<file path="src/rtl/alu_ctrl_decoder.sv">
// alu_ctrl_decoder: single-stage MIPS-subset instruction decoder feeding the
// 32-bit ALU top. One instruction is accepted per valid/ready handshake and the
// decoded control word is registered, giving one cycle of latency and full
// throughput when the downstream drains while a new beat is accepted.
//
// Optional build macro: ALU_DEC_PERF_CNT_EN adds saturating DEC_COUNT and
// ILL_COUNT outputs (accepted beats, and accepted beats that were illegal).
module alu_ctrl_decoder #(
   parameter int DATA_WIDTH = 32,
   parameter int CNT_WIDTH  = 16
) (
   input  logic                  CLK,
   input  logic                  RESETN,
   input  logic                  FLUSH,
   input  logic                  IN_VALID,
   output logic                  IN_READY,
   input  logic [DATA_WIDTH-1:0] INSTR,
   output logic                  OUT_VALID,
   input  logic                  OUT_READY,
   output logic [3:0]            ALUC,
   output logic                  SHIFT,
   output logic                  ALUIMM,
   output logic [DATA_WIDTH-1:0] IMM_EXT,
   output logic [4:0]            RS,
   output logic [4:0]            RT,
   output logic [4:0]            RD_ADDR,
   output logic [4:0]            SA,
   output logic                  WREG,
   output logic                  M2REG,
   output logic                  WMEM,
   output logic [1:0]            BRANCH,
   output logic [1:0]            JUMP_TYPE,
   output logic                  ILLEGAL
`ifdef ALU_DEC_PERF_CNT_EN
   ,
   output logic [CNT_WIDTH-1:0]  DEC_COUNT,
   output logic [CNT_WIDTH-1:0]  ILL_COUNT
`endif
);

   // Field extraction assumes the MIPS layout in the low 32 bits.
   if (DATA_WIDTH < 32 || CNT_WIDTH < 1) begin : g_param_check
      $error("alu_ctrl_decoder: DATA_WIDTH must be >= 32 and CNT_WIDTH >= 1");
   end

   // ALU operation codes
   localparam logic [3:0] ALU_ADD = 4'b0000;
   localparam logic [3:0] ALU_AND = 4'b0001;
   localparam logic [3:0] ALU_XOR = 4'b0010;
   localparam logic [3:0] ALU_SLL = 4'b0011;
   localparam logic [3:0] ALU_SUB = 4'b0100;
   localparam logic [3:0] ALU_OR  = 4'b0101;
   localparam logic [3:0] ALU_LUI = 4'b0110;
   localparam logic [3:0] ALU_SRL = 4'b0111;
   localparam logic [3:0] ALU_SRA = 4'b1111;

   // Primary opcodes
   localparam logic [5:0] OP_RTYPE = 6'b000000;
   localparam logic [5:0] OP_J     = 6'b000010;
   localparam logic [5:0] OP_JAL   = 6'b000011;
   localparam logic [5:0] OP_BEQ   = 6'b000100;
   localparam logic [5:0] OP_BNE   = 6'b000101;
   localparam logic [5:0] OP_ADDI  = 6'b001000;
   localparam logic [5:0] OP_ADDIU = 6'b001001;
   localparam logic [5:0] OP_ANDI  = 6'b001100;
   localparam logic [5:0] OP_ORI   = 6'b001101;
   localparam logic [5:0] OP_XORI  = 6'b001110;
   localparam logic [5:0] OP_LUI   = 6'b001111;
   localparam logic [5:0] OP_LW    = 6'b100011;
   localparam logic [5:0] OP_SW    = 6'b101011;

   // R-type function codes
   localparam logic [5:0] FN_SLL  = 6'b000000;
   localparam logic [5:0] FN_SRL  = 6'b000010;
   localparam logic [5:0] FN_SRA  = 6'b000011;
   localparam logic [5:0] FN_JR   = 6'b001000;
   localparam logic [5:0] FN_ADD  = 6'b100000;
   localparam logic [5:0] FN_ADDU = 6'b100001;
   localparam logic [5:0] FN_SUB  = 6'b100010;
   localparam logic [5:0] FN_SUBU = 6'b100011;
   localparam logic [5:0] FN_AND  = 6'b100100;
   localparam logic [5:0] FN_OR   = 6'b100101;
   localparam logic [5:0] FN_XOR  = 6'b100110;

   localparam logic [1:0] BR_BEQ = 2'b01;
   localparam logic [1:0] BR_BNE = 2'b10;
   localparam logic [1:0] JT_J   = 2'b01;
   localparam logic [1:0] JT_JAL = 2'b10;
   localparam logic [1:0] JT_JR  = 2'b11;

   localparam logic [4:0] LINK_REG = 5'd31;

   typedef struct packed {
      logic [3:0]            aluc;
      logic                  shift;
      logic                  aluimm;
      logic [DATA_WIDTH-1:0] imm_ext;
      logic [4:0]            rs;
      logic [4:0]            rt;
      logic [4:0]            rd_addr;
      logic [4:0]            sa;
      logic                  wreg;
      logic                  m2reg;
      logic                  wmem;
      logic [1:0]            branch;
      logic [1:0]            jump_type;
      logic                  illegal;
   } dec_t;

   // Widen the 16-bit immediate either arithmetically or with zeros.
   function automatic logic [DATA_WIDTH-1:0] ext_imm(input logic signed [15:0] imm,
                                                     input logic              sign_ext);
      logic signed [DATA_WIDTH-1:0] imm_s;
      logic        [DATA_WIDTH-1:0] imm_z;
      imm_s = {{(DATA_WIDTH-16){imm[15]}}, imm};
      imm_z = {{(DATA_WIDTH-16){1'b0}}, imm};
      return sign_ext ? imm_s : imm_z;
   endfunction

   logic [5:0] opcode_p0;
   logic [5:0] funct_p0;
   logic       accept_p0;
   dec_t       dec_p0;
   dec_t       dec_p1;
   logic       vld_p1;

   assign opcode_p0 = INSTR[31:26];
   assign funct_p0  = INSTR[5:0];
   assign IN_READY  = ~vld_p1 | OUT_READY;
   assign accept_p0 = IN_VALID & IN_READY;

   // ---- stage p0: combinational decode of the incoming instruction ----
   // Decode opcode/funct into the ALU control word; unknown encodings flag ILLEGAL.
   always_comb begin
      dec_p0         = '0;
      dec_p0.rs      = INSTR[25:21];
      dec_p0.rt      = INSTR[20:16];
      dec_p0.sa      = INSTR[10:6];
      dec_p0.imm_ext = ext_imm(INSTR[15:0], 1'b1);
      case (opcode_p0)
         OP_RTYPE: begin
            case (funct_p0)
               FN_ADD, FN_ADDU: begin
                  dec_p0.aluc    = ALU_ADD;
                  dec_p0.wreg    = 1'b1;
                  dec_p0.rd_addr = INSTR[15:11];
               end
               FN_SUB, FN_SUBU: begin
                  dec_p0.aluc    = ALU_SUB;
                  dec_p0.wreg    = 1'b1;
                  dec_p0.rd_addr = INSTR[15:11];
               end
               FN_AND: begin
                  dec_p0.aluc    = ALU_AND;
                  dec_p0.wreg    = 1'b1;
                  dec_p0.rd_addr = INSTR[15:11];
               end
               FN_OR: begin
                  dec_p0.aluc    = ALU_OR;
                  dec_p0.wreg    = 1'b1;
                  dec_p0.rd_addr = INSTR[15:11];
               end
               FN_XOR: begin
                  dec_p0.aluc    = ALU_XOR;
                  dec_p0.wreg    = 1'b1;
                  dec_p0.rd_addr = INSTR[15:11];
               end
               FN_SLL: begin
                  dec_p0.aluc    = ALU_SLL;
                  dec_p0.shift   = 1'b1;
                  dec_p0.wreg    = 1'b1;
                  dec_p0.rd_addr = INSTR[15:11];
               end
               FN_SRL: begin
                  dec_p0.aluc    = ALU_SRL;
                  dec_p0.shift   = 1'b1;
                  dec_p0.wreg    = 1'b1;
                  dec_p0.rd_addr = INSTR[15:11];
               end
               FN_SRA: begin
                  dec_p0.aluc    = ALU_SRA;
                  dec_p0.shift   = 1'b1;
                  dec_p0.wreg    = 1'b1;
                  dec_p0.rd_addr = INSTR[15:11];
               end
               FN_JR: begin
                  dec_p0.jump_type = JT_JR;
               end
               default: begin
                  dec_p0.illegal = 1'b1;
               end
            endcase
         end
         OP_ADDI, OP_ADDIU: begin
            dec_p0.aluc    = ALU_ADD;
            dec_p0.aluimm  = 1'b1;
            dec_p0.wreg    = 1'b1;
            dec_p0.rd_addr = INSTR[20:16];
         end
         OP_ANDI: begin
            dec_p0.aluc    = ALU_AND;
            dec_p0.aluimm  = 1'b1;
            dec_p0.imm_ext = ext_imm(INSTR[15:0], 1'b0);
            dec_p0.wreg    = 1'b1;
            dec_p0.rd_addr = INSTR[20:16];
         end
         OP_ORI: begin
            dec_p0.aluc    = ALU_OR;
            dec_p0.aluimm  = 1'b1;
            dec_p0.imm_ext = ext_imm(INSTR[15:0], 1'b0);
            dec_p0.wreg    = 1'b1;
            dec_p0.rd_addr = INSTR[20:16];
         end
         OP_XORI: begin
            dec_p0.aluc    = ALU_XOR;
            dec_p0.aluimm  = 1'b1;
            dec_p0.imm_ext = ext_imm(INSTR[15:0], 1'b0);
            dec_p0.wreg    = 1'b1;
            dec_p0.rd_addr = INSTR[20:16];
         end
         OP_LUI: begin
            dec_p0.aluc    = ALU_LUI;
            dec_p0.aluimm  = 1'b1;
            dec_p0.imm_ext = ext_imm(INSTR[15:0], 1'b0);
            dec_p0.wreg    = 1'b1;
            dec_p0.rd_addr = INSTR[20:16];
         end
         OP_LW: begin
            dec_p0.aluc    = ALU_ADD;
            dec_p0.aluimm  = 1'b1;
            dec_p0.wreg    = 1'b1;
            dec_p0.m2reg   = 1'b1;
            dec_p0.rd_addr = INSTR[20:16];
         end
         OP_SW: begin
            dec_p0.aluc    = ALU_ADD;
            dec_p0.aluimm  = 1'b1;
            dec_p0.wmem    = 1'b1;
            dec_p0.rd_addr = INSTR[20:16];
         end
         OP_BEQ: begin
            dec_p0.aluc   = ALU_SUB;
            dec_p0.branch = BR_BEQ;
         end
         OP_BNE: begin
            dec_p0.aluc   = ALU_SUB;
            dec_p0.branch = BR_BNE;
         end
         OP_J: begin
            dec_p0.jump_type = JT_J;
         end
         OP_JAL: begin
            dec_p0.jump_type = JT_JAL;
            dec_p0.wreg      = 1'b1;
            dec_p0.rd_addr   = LINK_REG;
         end
         default: begin
            dec_p0.illegal = 1'b1;
         end
      endcase
   end

   // ---- stage p1: registered decode output with valid/ready handshake ----
   // Flush outranks accept/hold; a drain without a new accept drops OUT_VALID.
   always_ff @(posedge CLK) begin
      if (!RESETN) begin
         vld_p1 <= 1'b0;
         dec_p1 <= '0;
      end else if (FLUSH) begin
         vld_p1 <= 1'b0;
         dec_p1 <= '0;
      end else if (accept_p0) begin
         vld_p1 <= 1'b1;
         dec_p1 <= dec_p0;
      end else if (OUT_READY) begin
         vld_p1 <= 1'b0;
      end
   end

   assign OUT_VALID = vld_p1;
   assign ALUC      = dec_p1.aluc;
   assign SHIFT     = dec_p1.shift;
   assign ALUIMM    = dec_p1.aluimm;
   assign IMM_EXT   = dec_p1.imm_ext;
   assign RS        = dec_p1.rs;
   assign RT        = dec_p1.rt;
   assign RD_ADDR   = dec_p1.rd_addr;
   assign SA        = dec_p1.sa;
   assign WREG      = dec_p1.wreg;
   assign M2REG     = dec_p1.m2reg;
   assign WMEM      = dec_p1.wmem;
   assign BRANCH    = dec_p1.branch;
   assign JUMP_TYPE = dec_p1.jump_type;
   assign ILLEGAL   = dec_p1.illegal;

`ifdef ALU_DEC_PERF_CNT_EN
   // Counters stick at all-ones rather than wrapping.
   function automatic logic [CNT_WIDTH-1:0] sat_inc(input logic [CNT_WIDTH-1:0] v);
      return (&v) ? v : v + CNT_WIDTH'(1);
   endfunction

   logic                 cnt_en_p0;
   logic [CNT_WIDTH-1:0] dec_cnt_p1;
   logic [CNT_WIDTH-1:0] ill_cnt_p1;

   assign cnt_en_p0 = accept_p0 & ~FLUSH;

   // Count every accepted beat that survives flush, and the illegal subset.
   always_ff @(posedge CLK) begin
      if (!RESETN) begin
         dec_cnt_p1 <= '0;
         ill_cnt_p1 <= '0;
      end else if (cnt_en_p0) begin
         dec_cnt_p1 <= sat_inc(dec_cnt_p1);
         if (dec_p0.illegal) begin
            ill_cnt_p1 <= sat_inc(ill_cnt_p1);
         end
      end
   end

   assign DEC_COUNT = dec_cnt_p1;
   assign ILL_COUNT = ill_cnt_p1;
`endif

endmodule
</file>
<file path="config.mk">
export PLATFORM = sky130hd
export DESIGN_NAME = alu_ctrl_decoder
export DESIGN_NICKNAME = d
export VERILOG_FILES = /design/src/rtl/alu_ctrl_decoder.sv
export SDC_FILE = /design/constraint.sdc
export NUM_CORES = 1
export LEC_CHECK = 0
export BUFFER_PORTS_ARGS = -buffer_cell sky130_fd_sc_hd__buf_2
export CELL_PAD_IN_SITES_DETAIL_PLACEMENT = 0
export CELL_PAD_IN_SITES_GLOBAL_PLACEMENT = 1
export CORE_MARGIN = 10
export CORE_UTILIZATION = 29
export CTS_CLUSTER_DIAMETER = 120
export DETAILED_ROUTE_END_ITERATION = 7
export PLACE_DENSITY_LB_ADDON = 0.1
export SYNTH_ARGS = -nofsm -noshare
export SYNTH_HDL_FRONTEND = slang
export SYNTH_SLANG_ARGS = --single-unit
</file>
<file path="constraint.sdc">
create_clock -name CLK -period 1.5 [get_ports CLK]
set_input_delay 0.3 -clock CLK [delete_from_list [all_inputs] [get_ports CLK]]
set_output_delay 0.3 -clock CLK [all_outputs]
set_load 0.01 [all_outputs]
</file>
-- Word level (Yosys, flattened, before mapping)
Index checks and enable logic that the tools add are counted.
W data, S select, Z words.
- flip-flop bits (word level): 67
- output and inout port bits: 68
- logic and storage cells: 73
- equal/unequal tests: 22
- muxes and demuxes: 19
- bitwise operators: 4
- reduce and logical (&&, ||, !) cells: 13
- operators by type and width (operator ; number):
    $eq A6 B6 Y1 const B ; 9
    $eq A6 B4 Y1 const B ; 7
    $mux W32 ; 1
    $pmux W4 S7 ; 1
    $eq A6 B2 Y1 const B ; 4
    $pmux W4 S6 ; 1
    $reduce_or A8 Y1 ; 2
    $pmux W5 S3 ; 1
    $eq A6 B3 Y1 const B ; 2
    $logic_not A6 Y1 ; 2
    $reduce_or A12 Y1 ; 1
    $reduce_or A11 Y1 ; 1
    $reduce_or A10 Y1 ; 1
    $mux W1 ; 9
    $pmux W2 S3 ; 1
    $reduce_or A2 Y1 ; 3
    $mux W5 ; 1
    $pmux W1 S2 ; 2
    $pmux W2 S2 ; 1
    $reduce_or A4 Y1 ; 1
    $reduce_or A3 Y1 ; 1
    $mux W2 ; 1
    $not A1 Y1 ; 2
    $reduce_bool A2 Y1 ; 1
    other kinds (2) ; 2

-- Longest topological paths before layout
Gate-level depths: netlist (run 1).
- word-level depth: 4
- depth in mapped cells: 6
- depth with buffers taken out: 5

-- Worst setup path before layout (run 1)
OpenSTA, ideal clock, no wires.
- path type: input-to-reg
- from: in INSTR[1]
- to: reg dec_p1, in the netlist ILLEGAL
- setup time: 0.136 ns
- data arrival time: 1.410 ns
- required time: 1.364 ns
- slack: -0.046 ns
- stages: 6
- path buffers: 1
- cell sequence: buf_6 > or4b_4 > a211oi_1 > a2111oi_0 > a21oi_1 > o22ai_1
- word-level cells in the longest chain between the ends: 4
- RTL lines (element ; line ; text):
    start, declared ; 17 ; input logic [DATA_WIDTH-1:0] INSTR,
    $eq A6 B4 Y1 (tied with other cells) ; 142 ; case (funct_p0)
    $reduce_or A11 Y1 (no line) * ; n/a ;
    $mux W1 * ; 142 ;
    $pmux W1 S2 * ; 140 ; case (opcode_p0)
    end signal, assigned ; 274 ; dec_p1 <= dec_p0;
    end, declared ; 124 ; dec_t dec_p1;
Mark *: on every way between the ends. The rest lies on a longest branch, timed or not.
A chain may end at the register's enable or synchronous reset.

-- Worst setup path in the final report (run 1)
- from: in INSTR[29]
- to: reg dec_p1, in the netlist RD_ADDR[4]
- word-level cells in the longest chain between the ends: 3
- RTL lines (element ; line):
    $eq A6 B6 Y1 / $eq A6 B4 Y1 (equally long branches) ; 140
    $reduce_or A8 Y1 (no line) ; n/a
    $pmux W5 S3 * ; 140
Marked as above.

==> flow_metrics.py, run 1 <==
metrics = {
    "critical_path": {
        "crit_required_ns": 1.74,
        "reg2regPathDepth": 5,
        "crit_path_max_fanout": 6,
        "timing.critical_path.from_type": "input port",
        "reg2reg_to": "ILLEGAL$_SDFFE_PP0P_",
        "worst-endpoint-arrival_ns": 1.60,
        "r2r_setup_slack_ns": 0.15,
        "rr_startpoint": "OUT_VALID$_SDFFE_PP0P_",
        "endpoint_kind": "register",
        "setup.worst_path.class": "in2reg",
    },
    "synth": {
        "syn-instance-count": 279,
        "synth_area_leader_cell": "dfxtp_1",
        "ys_seq_area_frac": 0.425,
        "post-synth-top-area-fraction": 0.425,
        "synth.ff_latch_count": 47,
        "netlist-cell-type-count": 44,
        "synth_area_leaders": "dfxtp_1 (42%), nand2_1 (11%), a21oi_1 (9.3%)",
        "synthesis.area_per_instance_um2": 7.94,
        "post_synth_instance_area_um2": 2220,
        "synthesis.nets": 316,
        "yosysWarnings": 0,
    },
    "global_routing": {
        "gr-usage-met3": 0.0515,
        "grt_first_pass_wirelength_mm": 11.9,
        "grt_max_degree": 37,
        "global_route_congestion_overflow_total": 0,
        "gr-max-usage-layer": "met2",
        "grt_pass1_vias": 2398,
        "grt_usage": 0.125,
        "grt_use_met1": 0.148,
        "antenna_found_initial": 0,
        "grtUsageMet2": 0.209,
    },
    "cells_and_area": {
        "antenna_cells_inserted": 0,
        "number_of_nets_in_the_layout": 427,
        "layout.filler_cells": 797,
        "syn_to_final_growth_pct": 36.4,
        "final_cell_count_without_fillers": 489,
        "utilization": 0.412,
        "multiInputGateArea_um2": 1020,
        "drive_gt1_frac": 0.410,
        "regArea_um2": 941,
    },
    "cts": {
        "clock_tree.htree_level_count": 2,
        "max-clock-path-buffers": 2,
        "cts-hold-fix-buffers": 0,
        "post-cts-setup-buffers": 0,
        "cts_buffers": 5,
        "worst_skew_late_latency_ns": 0.30,
        "clock_root_buffer": "clkbuf_8",
        "post_cts_resized": 0,
        "tritoncts": "built",
        "clock-sinks": 47,
        "path_clk_slew_ns": 0.09,
    },
    "route": {
        "drt_pass_1_iters": 4,
        "viasPerCell": 4.60,
        "post_drt_wl_per_cell_um": 14.8,
        "drc": 0,
        "detail_route.wirelength_mm": 7.23,
        "drtAntennaViolNets": 0,
        "routed-via-count": 2251,
        "dr.first_iter.drc_count": 87,
    },
    "run": {
        "max_cap_viol_count": 0,
    },
    "sta": {
        "timing_max_transition_violations_final": 0,
        "post-route-min-period_ns": 1.36,
        "layout_worst_path_cycle_share": 0.906,
        "tightest_slew_ns": 0.444,
        "rsz_0062_raised_after_global_routing": "no",
        "rel_slew_slack": 0.703,
        "final-setup-viol-count": 0,
        "setup_tns_ns": 0,
        "holdWs_ns": 0.225,
        "worst_clk_skew_ns": 0.00529,
        "number_of_failing_hold_endpoints_at_the_final_stage": 0,
        "fmax_mhz": 736,
    },
    "placement": {
        "dp.final_hpwl_mm": 5.70,
        "placed_cells": 482,
        "io_buffer_count": 104,
        "place.gp.congestion": 0.803,
    },
    "worst_hold_path": {
        "whs_path_depth": 3,
        "hp-class": "in2reg",
        "hp-start": "INSTR[9]",
        "hold-path-endpoint": "IMM_EXT[9]$_SDFFE_PP0P_",
    },
    "floorplanning": {
        "placement_rows": 31,
        "initial_utilization": 0.302,
        "fp.dieArea_um2": 11500,
        "io-pin-count": 105,
        "floorplan.die.height_um": 107,
        "core_um2": 7330,
        "chipWidth_um": 107,
    },
    "power": {
        "highest_ir_drop_seen_on_vdd_mv": 0.345,
        "power.density_cell_area_nw_per_um2": 873,
        "power.static_leakage_nw": 1.42,
    },
    "outcome": {
        "outcome": "finished, final reports clean",
    },
}
[critical path: stages]
cell and delay (ns):
buf_2 0.13, nor3_4 0.29, nand3_2 0.19, a221oi_4 0.37
a221oi_1 0.16, o21ai_1 0.15
[how the worst max path moves through the flow]
stage	endpoint	slack [ns]	from	cells past startpoint
2_1_floorplan	ILLEGAL$_SDFFE_PP0P_	-0.03	INSTR[1]	6
3_3_place_gp	ILLEGAL$_SDFFE_PP0P_	-0.17	INSTR[28]	6
3_5_place_dp	ILLEGAL$_SDFFE_PP0P_	-0.18	INSTR[29]	6
4_1_cts	ILLEGAL$_SDFFE_PP0P_	0.09	OUT_VALID$_SDFFE_PP0P_	5
5_1_grt	RD_ADDR[3]$_SDFFE_PP0P_	0.006	INSTR[29]	6
6_report	RD_ADDR[4]$_SDFFE_PP0P_	0.14	INSTR[29]	6
[cell usage after synthesis]
master     number
o22ai_1         6
nor4bb_1        1
nand2b_1        4
nand4_1         3
o21ai_1         5
a31oi_1         1
nor3_2          3
or4b_4          1
a21oi_1        41
and2b_1         1
and2_0          1
inv_1           7
nor2_1         15
nor4_1          1
nor3_1          2
and2_1          1
or3_1           1
dfxtp_1        47
buf_6           2
a211o_1         1
a22o_1          2
o32ai_1         1
buf_1           5
a221oi_1        5
nand3_2         1
a211oi_1        1
nor2b_1         2
nand2_1        66
o41ai_2         1
a2111oi_0       1
xor2_1          1
a221oi_4        1
nand4b_1        1
or4_1           1
nand3_1         4
o21ai_0         4
nor3b_1         1
buf_2           4
buf_4          20
nor3_4          1
and3_2          1
and4b_1         1
a2bb2oi_1       3
clkbuf_1        7
[where the power goes]
group | internal, W | switching (W)
registers | 0.00128 | 0.0000164
logic | 0.000184 | 0.000241
clock network | 0.000488 | 0.000432
[flip-flops by register name, indices dropped and copies added (netlist names)]
| register | flops |
|---|---|
| ALUC | 4 |
| ALUIMM | 1 |
| BRANCH | 2 |
| ILLEGAL | 1 |
| IMM_EXT | 17 |
| JUMP_TYPE | 2 |
| M2REG | 1 |
| OUT_VALID | 1 |
| RD_ADDR | 5 |
| RS | 5 |
| RT | 5 |
| SHIFT | 1 |
| WMEM | 1 |
| WREG | 1 |
[cell type report]
cell class | instances | share of cell area
Clock inverter | 2 | 0.0124
Multi-Input combinational cell | 187 | 0.337
Timing Repair Buffer | 142 | 0.267
Clock buffer | 5 | 0.0228
Inverter | 7 | 0.00869
Sequential cell | 47 | 0.311
Tap cell | 99 | 0.0410
[through the flow]
stage | cell area (µm²) | total power, W | setup WS (ns)
after global routing | 3020 | 0.00278 | 0.00553
after global placement | 2920 | 0.00175 | -0.169
after detailed placement | 2920 | 0.00175 | -0.185
final | 3020 | 0.00264 | 0.141
after CTS | 3020 | 0.00268 | 0.0908
after floorplan | 2220 | 0.00155 | -0.0280
[per-layer routing]
layer / wire length [µm] / share of wire
met1: 3270 / 0.45
met5: 0 / 0
met4: 61 / 0.0084
met2: 3300 / 0.46
met3: 601 / 0.083
[cells in the final DEF (no fill, tap or decap), drive strengths merged, types with 2 or more instances in the layout]
| cell type | n |
|---|---|
| o22ai | 6 |
| nand4 | 3 |
| o21ai | 9 |
| nor3 | 6 |
| nand2 | 66 |
| inv | 7 |
| clkbuf | 5 |
| a21oi | 41 |
| a2bb2oi | 3 |
| a22o | 2 |
| and2 | 2 |
| nand2b | 4 |
| nor2b | 2 |
| nand3 | 5 |
| buf | 142 |
| a221oi | 6 |
| dfxtp | 47 |
| nor2 | 15 |
[cells by family (layout without fill, tap and decap cells)]
group           after synthesis  in the layout  synth area share
xor+xnor                      1              1           0.00395
simple gates                113            113             0.246
buf+inv                      45            156             0.119
flops                        47             47             0.425
compound gates               73             73             0.207
(Power assumes the default switching activity.)
==> run 2: changes to the inputs <==
CORE_ASPECT_RATIO = 1.4   (was unset)
GPL_ROUTABILITY_DRIVEN = 0   (was unset)
GPL_TIMING_DRIVEN = 0   (was unset)
==> flow_metrics.py, run 2 (same netlist as run 1, synthesis figures left out) <==
metrics = {
    "global_routing": {
        "grt_first_pass_wirelength_mm": 12.0,
        "antenna_found_initial": 0,
        "grt_pass1_vias": 2367,
        "grt_max_degree": 18,
        "grt_usage": 0.128,
        "global_route_congestion_overflow_total": 0,
    },
    "power": {
        "highest_ir_drop_seen_on_vdd_mv": 0.392,
        "design_power_w": 0.00260,
        "power.density_cell_area_nw_per_um2": 871,
        "power.static_leakage_nw": 1.40,
    },
    "cells_and_area": {
        "antenna_cells_inserted": 0,
        "drive_gt1_frac": 0.389,
        "syn_to_final_growth_pct": 34.9,
        "final_common_cell": "buf_2",
        "utilization": 0.404,
        "largest_reg_flops": 17,
        "number_of_nets_in_the_layout": 423,
        "final_cell_mix": "buf_2 (102), nand2_1 (65), dfxtp_1 (46)",
    },
    "sta": {
        "fmax_mhz": 712,
        "post-route-min-period_ns": 1.40,
        "rel_slew_slack": 0.612,
        "tightest_slew_ns": 0.582,
        "timing_max_transition_violations_final": 0,
        "number_of_failing_hold_endpoints_at_the_final_stage": 0,
        "worst_clk_skew_ns": 0.00305,
        "final-setup-viol-count": 0,
        "setup_tns_ns": 0,
        "layout_worst_path_cycle_share": 0.936,
    },
    "critical_path": {
        "reg2regPathDepth": 6,
        "r2r_setup_slack_ns": 0.14,
        "endpoint_kind": "register",
        "crit_path_max_fanout": 8,
        "reg2reg_to": "BRANCH[1]$_SDFFE_PP0P_",
        "setup.worst_path.class": "in2reg",
        "rr_startpoint": "OUT_VALID$_SDFFE_PP0P_",
        "crit_required_ns": 1.73,
        "worst-endpoint-arrival_ns": 1.63,
        "timing.critical_path.from_type": "input port",
    },
    "placement": {
        "io_buffer_count": 100,
        "dp.final_hpwl_mm": 6.03,
    },
    "floorplanning": {
        "floorplan.die.height_um": 123,
        "chipWidth_um": 93.9,
        "initial_utilization": 0.299,
        "core_um2": 7410,
        "fp.dieArea_um2": 11600,
        "placement_rows": 37,
        "io-pin-count": 105,
    },
    "outcome": {
        "outcome": "finished, final reports clean",
    },
    "worst_hold_path": {
        "hp-start": "INSTR[9]",
        "hold-path-endpoint": "IMM_EXT[9]$_SDFFE_PP0P_",
        "whs_path_depth": 3,
        "hp-class": "in2reg",
    },
    "route": {
        "drtAntennaViolNets": 0,
        "drc": 0,
        "detail_route.wirelength_mm": 7.51,
        "routed-via-count": 2268,
        "post_drt_wl_per_cell_um": 15.5,
        "dr.first_iter.drc_count": 47,
        "viasPerCell": 4.70,
        "drt_pass_1_iters": 4,
    },
    "run": {
        "max_cap_viol_count": 0,
    },
    "cts": {
        "worst_skew_late_latency_ns": 0.29,
        "clock-sinks": 47,
        "path_clk_slew_ns": 0.08,
        "tritoncts": "built",
        "cts_buffers": 5,
        "clock_tree.htree_level_count": 2,
        "cts-hold-fix-buffers": 0,
        "clock_root_buffer": "clkbuf_8",
        "max-clock-path-buffers": 2,
    },
}
[run 2: cell count changes in the layout (fill, tap and decap cells not counted), moves of 2 or more]
cell	previous run	this run
buf_2	104	102
buf_4	38	23
clkbuf_4	0	4
clkbuf_1	0	7
buf_6	0	2
[run 2: power breakdown]
group	leakage (nW)	switching [W]	internal, W	total (W)
clock	0.0513	0.000411	0.000489	0.000900
sequential	0.382	0.0000175	0.00128	0.00129
combinational	0.962	0.000242	0.000166	0.000408
[run 2: layout make-up]
type / instances / area, µm²
buffer: 38 / 263
clock inverter: 1 / 30.0
timing repair buffer: 100 / 500
tap: 97 / 121
clock buffer: 6 / 72.6
sequential: 47 / 942
multi-input combinational: 187 / 1030
inverter: 7 / 26.3
fill: 836 / 4420
[run 2: how the worst max path moves through the flow]
stage                            from                       end  slack [ns]  cells after the start
2_1_floorplan                INSTR[1]      ILLEGAL$_SDFFE_PP0P_       -0.03                      6
4_1_cts        OUT_VALID$_SDFFE_PP0P_   IMM_EXT[2]$_SDFFE_PP0P_        0.03                      6
6_report                    INSTR[29]   RD_ADDR[2]$_SDFFE_PP0P_         0.1                      6
5_1_grt        OUT_VALID$_SDFFE_PP0P_        RS[0]$_SDFFE_PP0P_      -0.002                      6
3_3_place_gp                OUT_READY   IMM_EXT[2]$_SDFFE_PP0P_       -0.39                      7
3_5_place_dp                OUT_READY  IMM_EXT[12]$_SDFFE_PP0P_       -0.37                      7
[run 2: timing repair]
item / CTS / global route
resized for setup: 7 / 14
endpoints found under the setup margin: 46 / 43
buffers inserted: 0 / 0
pin swaps: 0 / 1
endpoints found under the hold margin: 0 / 0
[run 2: worst max-delay path, stage by stage]
cell and delay [ns]:
buf_2 0.16, nor3_4 0.31, nand3_4 0.16, a221oi_4 0.37, a221oi_1 0.18, o21ai_1 0.15
[run 2: through the flow]
stage	instances	setup WS [ns]	hold slack [ns]	instance area (µm²)
finish	483	0.0960	0.235	2990
global route	483	-0.00187	0.231	2990
CTS	483	0.0316	0.224	2960
detailed placement	476	-0.370	0.443	2840
global placement	476	-0.391	0.441	2840
floorplan	279	-0.0280	0.429	2220
[run 2: metal layers]
layer | vias up | GRT usage | part of all wire
li1 | 1150 | - | -
met1 | 1051 | 0.136 | 0.41
met2 | 61 | 0.236 | 0.52
met3 | 6 | 0.0370 | 0.060
met4 | 0 | 0.0419 | 0.011
met5 | - | 0 | 0
==> run 3: changes to the inputs <==
--- a/config.mk
+++ b/config.mk
@@ -17,4 +17,5 @@
 export GPL_TIMING_DRIVEN = 0
 export PLACE_DENSITY_LB_ADDON = 0.1
+export REMOVE_ABC_BUFFERS = 1
 export SYNTH_ARGS = -nofsm -noshare
 export SYNTH_HDL_FRONTEND = slang
==> constraint.sdc (replaced) <==
create_clock -name CLK -period 1.5 [get_ports CLK]
set_input_delay 0.075 -clock CLK [delete_from_list [all_inputs] [get_ports CLK]]
set_output_delay 0.075 -clock CLK [all_outputs]
set_load 0.01 [all_outputs]
==> flow_metrics.py, run 3 (same netlist as run 1, synthesis figures left out) <==
metrics = {
    "critical_path": {
        "timing.critical_path.from_type": "register",
        "cp-startpoint": "OUT_VALID$_SDFFE_PP0P_",
        "endpoint_kind": "register",
        "setup.worst_path.class": "reg2reg",
        "crit_chain": "nand2b_2 -> and2_4 -> o41ai_2 -> nor2_1 -> nor3_2",
        "worst-endpoint-arrival_ns": 1.53,
        "crit_required_ns": 1.69,
        "critical_path.top_delay_family": "simple AND/OR/NAND/NOR gates",
        "crit_path_max_incr_delay_ns": 0.35,
        "rr_startpoint": "OUT_VALID$_SDFFE_PP0P_",
        "crit_path_max_fanout": 20,
        "critPathBufInv": 0,
        "worst_path_max_delay_cell": "and2_4",
    },
    "sta": {
        "post-route-min-period_ns": 1.34,
        "timing_max_transition_violations_final": 0,
        "final-setup-viol-count": 0,
        "worst_clk_skew_ns": 0.00191,
        "fmax_mhz": 744,
        "rsz_0062_raised_after_global_routing": "no",
        "tightest_slew_ns": 0.475,
        "rel_slew_slack": 0.682,
        "holdWs_ns": 0.0121,
        "number_of_failing_hold_endpoints_at_the_final_stage": 0,
        "layout_worst_path_cycle_share": 0.897,
    },
    "run": {
        "max_cap_viol_count": 0,
    },
    "global_routing": {
        "antenna_found_initial": 0,
        "grt_max_degree": 42,
        "grt_pass1_vias": 2173,
        "grtUsageMet2": 0.218,
        "grt_first_pass_wirelength_mm": 11.4,
        "gr-max-usage-layer": "met2",
        "grt_use_met1": 0.143,
        "global_route_congestion_overflow_total": 0,
        "gr-usage-met3": 0.0340,
        "grt_usage": 0.123,
    },
    "power": {
        "power.density_cell_area_nw_per_um2": 955,
        "power.static_leakage_nw": 1.31,
        "highest_ir_drop_seen_on_vdd_mv": 0.458,
    },
    "cells_and_area": {
        "final_common_cell": "buf_2",
        "layout.filler_cells": 836,
        "drive_gt1_frac": 0.354,
        "number_of_nets_in_the_layout": 400,
        "syn_to_final_growth_pct": 31.3,
        "final_cell_mix": "buf_2 (104), nand2_1 (65), dfxtp_1 (47)",
        "largest_reg_flops": 17,
        "final_design_area_no_fill_um2": 2910,
        "antenna_cells_inserted": 0,
    },
    "cts": {
        "path_clk_slew_ns": 0.09,
        "clock_root_buffer": "clkbuf_8",
        "clock-sinks": 47,
        "worst_skew_late_latency_ns": 0.29,
        "cts_buffers": 5,
        "tritoncts": "built",
        "max-clock-path-buffers": 2,
        "clock_tree.htree_level_count": 2,
    },
    "placement": {
        "io_buffer_count": 104,
        "placed_area_um2": 2650,
        "dp.final_hpwl_mm": 5.12,
    },
    "floorplanning": {
        "core_um2": 7410,
        "io-pin-count": 105,
        "placement_rows": 37,
        "chipWidth_um": 93.9,
        "fp.dieArea_um2": 11600,
        "initial_utilization": 0.299,
        "floorplan.die.height_um": 123,
    },
    "route": {
        "drc": 0,
        "drtAntennaViolNets": 0,
        "post_drt_wl_per_cell_um": 15.7,
        "dr.first_iter.drc_count": 80,
        "routed-via-count": 2204,
        "drt_pass_1_iters": 4,
        "detail_route.wirelength_mm": 7.24,
        "viasPerCell": 4.78,
    },
    "worst_hold_path": {
        "hp-class": "in2reg",
        "hp-start": "INSTR[9]",
    },
    "outcome": {
        "outcome": "finished, final reports clean",
    },
}
-- run 3: stage by stage --
stage	instances	TNS (ns)	setup slack, ns	power, W	utilization
2_1_floorplan	241	-6.96	-0.391	0.00150	-
3_3_place_gp	442	-30.59	-1.01	0.00168	0.354
3_5_place_dp	443	-4.71	-0.391	0.00169	0.357
4_1_cts	461	0	0.00469	0.00284	0.391
5_1_grt	461	0	0.00828	0.00293	0.393
6_report	461	0	0.155	0.00278	0.393
-- run 3: per-layer routing --
layer / wire (µm) / share of wire
met5: 0 / 0
met4: 44 / 0.0061
met3: 534 / 0.074
met2: 3690 / 0.51
met1: 2970 / 0.41
-- run 3: area by class of cell --
cell class,instances,area (µm²),share of cell area
Timing Repair Buffer,114,631,0.217
Multi-Input combinational cell,188,1060,0.363
Clock inverter,2,60.1,0.0206
Clock buffer,6,72.6,0.0249
Sequential cell,47,941,0.323
Inverter,7,26.3,0.00903
Tap cell,97,121,0.0417
-- run 3: repair_timing --
action,4_1_cts,5_1_grt
cloned,1,0
pin swaps,1,0
buffers inserted,0,0
endpoints found under the hold margin,9,0
gates resized for setup,4,4
hold buffers,9,0
endpoints found under the setup margin,38,24
-- run 3: power by group --
| group | internal, W | switching, W | leakage [nW] | total, W |
|---|---|---|---|---|
| clock network | 0.000667 | 0.000430 | 0.0654 | 0.00110 |
| registers | 0.00128 | 0.0000164 | 0.382 | 0.00129 |
| logic | 0.000151 | 0.000237 | 0.860 | 0.000389 |
| total | 0.00209 | 0.000684 | 1.31 | 0.00278 |
-- run 3: path summary, 6_finish.rpt --
kind,end,slack (ns),cells after the start
worst min-delay path,IMM_EXT[9]$_SDFFE_PP0P_,0.01,3
worst max-delay path,JUMP_TYPE[1]$_SDFFE_PP0P_,0.16,5
worst min register to register,RD_ADDR[0]$_SDFFE_PP0P_,0.45,2
worst max register to register,JUMP_TYPE[1]$_SDFFE_PP0P_,0.16,5
-- run 3: worst min-delay path: stages --
cell and delay, ns:
buf_2 0.09, nand2_1 0.05, a21oi_1 0.05
